File: src/rtl/minmax_tracker.sv
// minmax_tracker: per-frame running max/min tracker over a valid/ready stream.
// Tracks max, min, first-occurrence indices and a saturating sample count,
// then holds one result word until acknowledged.
// Optional frame sum accumulator enabled by defining MINMAX_TRACKER_SUM_EN.
//
// state  | meaning
// IDLE   | no frame open, ready for the first sample (result fields hold last frame)
// TRACK  | frame open, updating running extremes on each accepted sample
// REPORT | result presented on out_valid, input stalled until inp_ack
module minmax_tracker #(
  parameter int WIDTH   = 4,
  parameter int COUNT_W = 4
) (
  input  logic                       inp_clk,
  input  logic                       inp_rst_n,
  input  logic                       inp_valid,
  input  logic [WIDTH-1:0]           inp_data,
  input  logic                       inp_last,
  output logic                       out_ready,
  input  logic                       inp_clear,
  output logic                       out_valid,
  input  logic                       inp_ack,
  output logic [WIDTH-1:0]           out_max,
  output logic [WIDTH-1:0]           out_min,
  output logic [COUNT_W-1:0]         out_max_idx,
  output logic [COUNT_W-1:0]         out_min_idx,
  output logic [COUNT_W-1:0]         out_count,
  output logic                       out_sat,
  output logic [WIDTH+COUNT_W-1:0]   out_sum
);

  typedef enum logic [1:0] {IDLE, TRACK, REPORT} state_t;

  localparam logic [COUNT_W-1:0] CNT_MAX = '1;

  state_t               state_q;
  logic                 ready_q, valid_q, sat_q;
  logic [WIDTH-1:0]     max_q, min_q;
  logic [COUNT_W-1:0]   max_idx_q, min_idx_q, count_q;

  logic                 accept;
  logic                 gt_max, lt_min, cnt_full;
  logic [COUNT_W-1:0]   count_d;

  // Signed A>B from the sign and overflow of A-B, so -8 vs 7 orders correctly.
  function automatic logic signed_gt(input logic [WIDTH-1:0] a, input logic [WIDTH-1:0] b);
    logic [WIDTH-1:0] diff;
    logic             s;
    logic             v;
    diff = a - b;
    s    = diff[WIDTH-1];
    v    = (a[WIDTH-1] != b[WIDTH-1]) && (diff[WIDTH-1] != a[WIDTH-1]);
    return !(s ^ v) && (a != b);
  endfunction

  // Handshake, extreme comparisons and saturating next count.
  always_comb begin
    accept   = inp_valid && ready_q;
    gt_max   = signed_gt(inp_data, max_q);
    lt_min   = signed_gt(min_q, inp_data);
    cnt_full = (count_q == CNT_MAX);
    count_d  = cnt_full ? count_q : count_q + 1'b1;
  end

  // Frame FSM with registered handshake outputs and result fields.
  always_ff @(posedge inp_clk or negedge inp_rst_n) begin
    if (!inp_rst_n) begin
      state_q   <= IDLE;
      ready_q   <= 1'b0;
      valid_q   <= 1'b0;
      sat_q     <= 1'b0;
      max_q     <= '0;
      min_q     <= '0;
      max_idx_q <= '0;
      min_idx_q <= '0;
      count_q   <= '0;
    end else if (inp_clear) begin
      state_q   <= IDLE;
      ready_q   <= 1'b1;
      valid_q   <= 1'b0;
      sat_q     <= 1'b0;
      max_q     <= '0;
      min_q     <= '0;
      max_idx_q <= '0;
      min_idx_q <= '0;
      count_q   <= '0;
    end else begin
      case (state_q)
        IDLE: begin
          ready_q <= 1'b1;
          if (accept) begin
            max_q     <= inp_data;
            min_q     <= inp_data;
            max_idx_q <= '0;
            min_idx_q <= '0;
            count_q   <= COUNT_W'(1);
            sat_q     <= 1'b0;
            if (inp_last) begin
              state_q <= REPORT;
              ready_q <= 1'b0;
              valid_q <= 1'b1;
            end else begin
              state_q <= TRACK;
            end
          end
        end
        TRACK: begin
          if (accept) begin
            // Pre-increment count is the index; it pins at CNT_MAX once saturated.
            if (gt_max) begin
              max_q     <= inp_data;
              max_idx_q <= count_q;
            end
            if (lt_min) begin
              min_q     <= inp_data;
              min_idx_q <= count_q;
            end
            count_q <= count_d;
            if (cnt_full) sat_q <= 1'b1;
            if (inp_last) begin
              state_q <= REPORT;
              ready_q <= 1'b0;
              valid_q <= 1'b1;
            end
          end
        end
        REPORT: begin
          if (inp_ack) begin
            state_q <= IDLE;
            ready_q <= 1'b1;
            valid_q <= 1'b0;
          end
        end
        default: begin
          state_q <= IDLE;
          ready_q <= 1'b0;
          valid_q <= 1'b0;
        end
      endcase
    end
  end

`ifdef MINMAX_TRACKER_SUM_EN
  logic [WIDTH+COUNT_W-1:0] sum_q;
  logic [WIDTH+COUNT_W-1:0] sample_sext;

  // Sign-extend the sample to the accumulator width.
  always_comb begin
    sample_sext = {{COUNT_W{inp_data[WIDTH-1]}}, inp_data};
  end

  // Wrapping frame sum: loaded by the first sample, accumulated afterwards.
  always_ff @(posedge inp_clk or negedge inp_rst_n) begin
    if (!inp_rst_n) begin
      sum_q <= '0;
    end else if (inp_clear) begin
      sum_q <= '0;
    end else if (accept) begin
      if (state_q == IDLE) sum_q <= sample_sext;
      else                 sum_q <= sum_q + sample_sext;
    end
  end

  assign out_sum = sum_q;
`else
  assign out_sum = '0;
`endif

  assign out_ready   = ready_q;
  assign out_valid   = valid_q;
  assign out_max     = max_q;
  assign out_min     = min_q;
  assign out_max_idx = max_idx_q;
  assign out_min_idx = min_idx_q;
  assign out_count   = count_q;
  assign out_sat     = sat_q;

endmodule

File: config.mk
export PLATFORM = sky130hd
export DESIGN_NAME = minmax_tracker
export DESIGN_NICKNAME = d
export VERILOG_FILES = /design/src/rtl/minmax_tracker.sv
export SDC_FILE = /design/constraint.sdc
export NUM_CORES = 1
export LEC_CHECK = 0
export BUFFER_PORTS_ARGS = -buffer_cell sky130_fd_sc_hd__buf_2
export CORE_MARGIN = 10
export CORE_UTILIZATION = 51
export CTS_CLUSTER_SIZE = 14
export DETAILED_ROUTE_END_ITERATION = 12
export PLACE_DENSITY = 0.74
export SLEW_MARGIN = 20
export SYNTH_ARGS = -nofsm -noshare
export SYNTH_HDL_FRONTEND = slang
export SYNTH_SLANG_ARGS = --single-unit
File: constraint.sdc
create_clock -name inp_clk -period 2.4 [get_ports inp_clk]
set_input_delay 0.12 -clock inp_clk [delete_from_list [all_inputs] [get_ports inp_clk]]
set_output_delay 0.12 -clock inp_clk [all_outputs]
set_load 0.1 [all_outputs]
; After elaboration in Yosys (flattened, before gate mapping)
; Index checks and enable logic that the tools add are counted.
[word_totals]
in_bits = 10
register_bits = 25
elab_cells = 97
[op_classes]
addsub = 3
bitwise_logic = 2
n_reduce_logical = 17
n_mux = 47
eq_ne = 19
[op_table]
columns = operator, n
row1 = 4-bit 2-to-1 mux, 18
row2 = 4-bit one-hot mux with 2 select lines, 5
row3 = 3-bit inequality test (second input constant), 8
row4 = 4-bit AND reduction, 5
row5 = 1-bit 2-to-1 mux, 14
row6 = 2-bit 2-to-1 mux, 6
row7 = 4-bit inequality test, 2
row8 = 4-bit subtractor, 2
row9 = 3-bit by 1-bit inequality test with 1-bit output (second input constant), 2
row10 = 2-bit one-hot mux with 3 select lines, 1
row11 = 3-bit AND reduction, 2
row12 = 1-bit logical AND, 5
row13 = 4-bit by 1-bit adder with 4-bit output (second input constant), 1
row14 = 4-bit == test (second input constant), 1
row15 = 1-bit inequality test, 4
row16 = 1-bit one-hot mux with 2 select lines, 2
row17 = 1-bit one-hot mux with 3 select lines, 1
row18 = 3-bit nonzero test, 1
row19 = 2-bit by 1-bit == test with 1-bit output (second input constant), 1
row20 = 2-bit == test (second input constant), 1
row21 = 1-bit logical NOT, 2
row22 = 2-bit logical NOT, 1
row23 = 2-bit OR reduction, 1
row24 = 1-bit XOR, 2

; Depth between registers and ports, before layout
[depth]
ltp_word = 10
mapped_depth = 9

; Worst setup path before layout
; Ideal clock, no wire load.
[synth_timing]
path_kind = register to register
from = register max_q[1], in the netlist out_max[1]
to = register max_q[0], in the netlist out_max[0]
arrival_time_ns = 2.599
synth_period_minus_slack_ns = 2.723
setup_slack_ns = -0.323
path_stages_with_launch = 9
required_ns = 2.276
path_cell_list = dfrtp_1 inv_1 ha_1 a21o_1 a21oi_1 fa_1 a41o_1 and2_4 a211o_1
[synth_between]
elab_chain_cells = 8
elab_cells_between_ends = 9
cone_classes = add/sub (1) / eq/ne (3) / bitwise (1) / reduce/logical (4)
[synth_rtl]
columns = item, line
row1 = start: declaration, 38  ; logic [WIDTH-1:0] max_q, min_q;
row2 = start signal: assignment, 92  ; max_q <= inp_data;
row3 = start signal: assignment, 111  ; max_q <= inp_data;
row4 = 4-bit subtractor, 50  ; diff = a - b;
row5 = 1-bit inequality test, 52  ; v = (a[WIDTH-1] != b[WIDTH-1]) && (diff[WIDTH-1] != a[WIDTH-1]);
row6 = 1-bit logical AND, 52
row7 = 1-bit XOR, 53  ; return !(s ^ v) && (a != b);
row8 = 1-bit logical NOT, 53
row9 = 1-bit logical AND *, 53
row10 = 3-bit inequality test (no source line) *, n/a
row11 = 4-bit AND reduction (no source line) *, n/a
; Every way passes the cells marked *; elsewhere a longest branch is shown, timed or not.
; A chain may end at the register's enable or synchronous reset.

; Worst setup path after layout
[layout_timing]
from = register max_q[1], in the netlist out_max[1]
to = register max_q[2], in the netlist out_max[2]
; The elaborated chain is that of the path after synthesis.

==> results.cfg <==
[clock_tree]
cts.path.max_buffers = 2
h-tree-depth = 1
cts_inserted_buffers = 3
clk_pin_slew_ns = 0.12
cts_resized = 0
cts_num_sinks = 25
tritoncts = done
clock_latency_ns = 0.32
cts-root-buf = clkbuf_4

[place]
io_buffer_count = 32
place_hpwl_um = 2557
gp_routability_congestion = 0.8502

[setup_path]
critPathBufInv = 1
cp.arrival_ns = 2.43
critPathLaunchType = register
worstPathCellList = inv_1, ha_1, a21o_1, a21oi_1, fa_1, a41o_1, and2_4, a211o_1
slowest_stage = dfrtp_4
cpLargestDelayFamily = compound AO/OA/AOI/OAI gates
critPathRequiredTime_ns = 2.62
end_kind = register
critPathKind = reg -> reg
critical-path-max-stage-delay_ns = 0.43
path_max_fanout = 6

[routing]
vias_per_cell = 5.688
drc = 0
drtPass1Iterations = 4
wire_per_inst_um = 15.74
vias = 1183
routed_wl_um = 3274
first_iter_violations = 60
final_antenna_net_count = 0

[synth]
yosysTopAreaCellShare = 0.4274
netlist_area_um2 = 1464
yosysSeqAreaShare = 0.4274
synthTopCellsByArea = dfrtp_1 (43%), ha_1 (6.0%), a21oi_1 (4.8%)
synthTopCellsByCount = dfrtp_1 (25), a21oi_1 (14), inv_1 (11)
yosys_warnings = 0
yosys.area.top_type = dfrtp_1
ys_seq_elements = 25
yosysMostFrequentCell = dfrtp_1
syn_avg_cell_area_um2 = 10.10
synthCells = 145
async_reset_ff_frac = 1.000
synth_edf_count = 0
synthFlopType = dfrtp_1
yosys.cell_types.count = 35

[layout]
final_core_util = 0.6016
area_growth_pct = 13.33
multiInputGateArea_um2 = 739.5
drive_gt1_frac = 0.2768
nFillCells = 233
ff_latch_area_um2 = 635.6
finalNetCount = 197
antenna_cells = 0

[timing]
finalHoldViolCount = 0
slew_violations = 0
finClkSkew_ns = 0.001931
fmax_mhz = 453.6
finalCritPeriodShare = 0.9186
grt_setup_unrepaired = no
finalSetupTns_ns = 0
fin_crit_ns = 2.205
setup_viol = 0
worst_pin_slew_ns = 0.7131
slew_headroom = 0.5226

[die]
ioPinCount = 41
core_um2 = 2758
die_height_um = 73.58
die_area_um2 = 5413
start_util = 0.5309
die_w_um = 73.58
rows = 19

[pwr]
vdd.ir_drop.worst_mv = 0.4323
leakagePower_nw = 0.8786
powerDensity_nw_per_um2 = 618.5

[global_route]
grt_pass1_vias = 1237
grt_first_pass_wirelength_um = 5526
grt-ovfl-total = 0
antenna_found_initial = 0
grt_max_degree = 26
gr-usage-all-layers = 0.1242

[job]
maxCapViolCount = 0

[hold_path]
hold_path_class = in -> reg

[outcome]
outcome = complete, no violations
## layout by cell type (no fill, tap or decap), drive strengths merged
cell / Yosys / final
and3: 1 / 1
clkbuf: 1 / 4
a311oi: 1 / 1
nor4: 2 / 2
xnor2: 2 / 2
nor3b: 6 / 6
a211o: 6 / 6
or3b: 1 / 1
nand3: 4 / 4
nor3: 4 / 4
a21oi: 14 / 14
dlygate4sd3: 0 / 1
and2: 2 / 2
o21a: 1 / 1
fa: 2 / 2
and3b: 1 / 1
or2: 1 / 1
buf: 12 / 33
a21o: 4 / 4
ha: 7 / 7
a22o: 8 / 8
nor2: 5 / 5
inv: 11 / 11
o21ai: 9 / 9
o2bb2ai: 2 / 2
o21bai: 1 / 1
nand3b: 4 / 4
a41o: 2 / 2
nand2: 5 / 5
dfrtp: 25 / 25
conb: 1 / 8
## cell families (layout without fill, tap and decap cells)
kind of cell | after synthesis | after routing | share of synthesized area
AO/OA/AOI/OAI | 48 | 48 | 0.2248
buffers and inverters | 24 | 49 | 0.08547
XOR/XNOR | 2 | 2 | 0.01197
flip-flops | 25 | 25 | 0.4274
AND/OR/NAND/NOR | 36 | 36 | 0.1607
other | 1 | 8 | 0.002562
adder cells (fa/ha/maj) | 9 | 9 | 0.08718
## power by group
group          internal (mW)  switching (mW)
clock network         0.0653           0.123
logic                 0.0767           0.292
registers              0.444          0.0252
total                  0.586           0.440
## through the flow
stage	power, mW	setup WS [ns]	hold WS (ns)	cell area [µm²]	cells
floorplan	0.7856	0.06316	-0.1756	1500	152
global placement	0.8370	0.2927	0.1302	1623	203
detailed placement	0.8472	0.2084	0.1369	1623	203
CTS	1.032	0.1908	0.06939	1659	208
global route	1.078	0.1165	0.08512	1659	208
finish	1.026	0.1953	0.06709	1659	208
## worst register-to-register path, cell delays in order (launching register included)
cell and delay, ns:
dfrtp_4 0.43, inv_1 0.05, ha_1 0.30, a21o_1 0.11, a21oi_1 0.07, fa_1 0.36, a41o_1 0.29, and2_4 0.20
a211o_1 0.28
## registers in the layout, indices dropped and copies added, names as in the netlist
register and count:
out_count 4, out_max 4, out_max_idx 4, out_min 4, out_min_idx 4, out_ready 1, out_sat 1, out_valid 1
state_q 2
## layer usage
metal | GRT usage | vias to the layer above | share of wire
met5 | 0 | - | 0
met4 | 0.04969 | 0 | 0.015
met3 | 0.03499 | 5 | 0.082
met2 | 0.2083 | 32 | 0.49
met1 | 0.1448 | 572 | 0.41
li1 | - | 574 | -
## final timing paths
kind                                startpoint        endpoint  slack, ns  depth (start not counted)
max in group asynchronous            inp_rst_n      out_max[1]       1.71                          2
worst min-delay path                  inp_last      state_q[1]       0.07                          3
min in group asynchronous            inp_rst_n       out_ready       0.29                          2
worst min register to register  out_min_idx[1]  out_min_idx[1]       0.51                          1
worst max register to register      out_max[1]      out_max[2]       0.20                          8
worst max-delay path                out_max[1]      out_max[2]       0.20                          8
## layout make-up
class                   instances  share of cell area
repair buffers                 34              0.1071
well taps                      31             0.02338
flip-flops and latches         25              0.3831
clock buffers                   4             0.01584
multi-input cells             103              0.4457
inverters                      11             0.02489
## timing repair
item,CTS,global route
hold buffers,1,0
hold endpoints to repair,25,0
setup buffers,0,0
(Power assumes the default switching activity.)
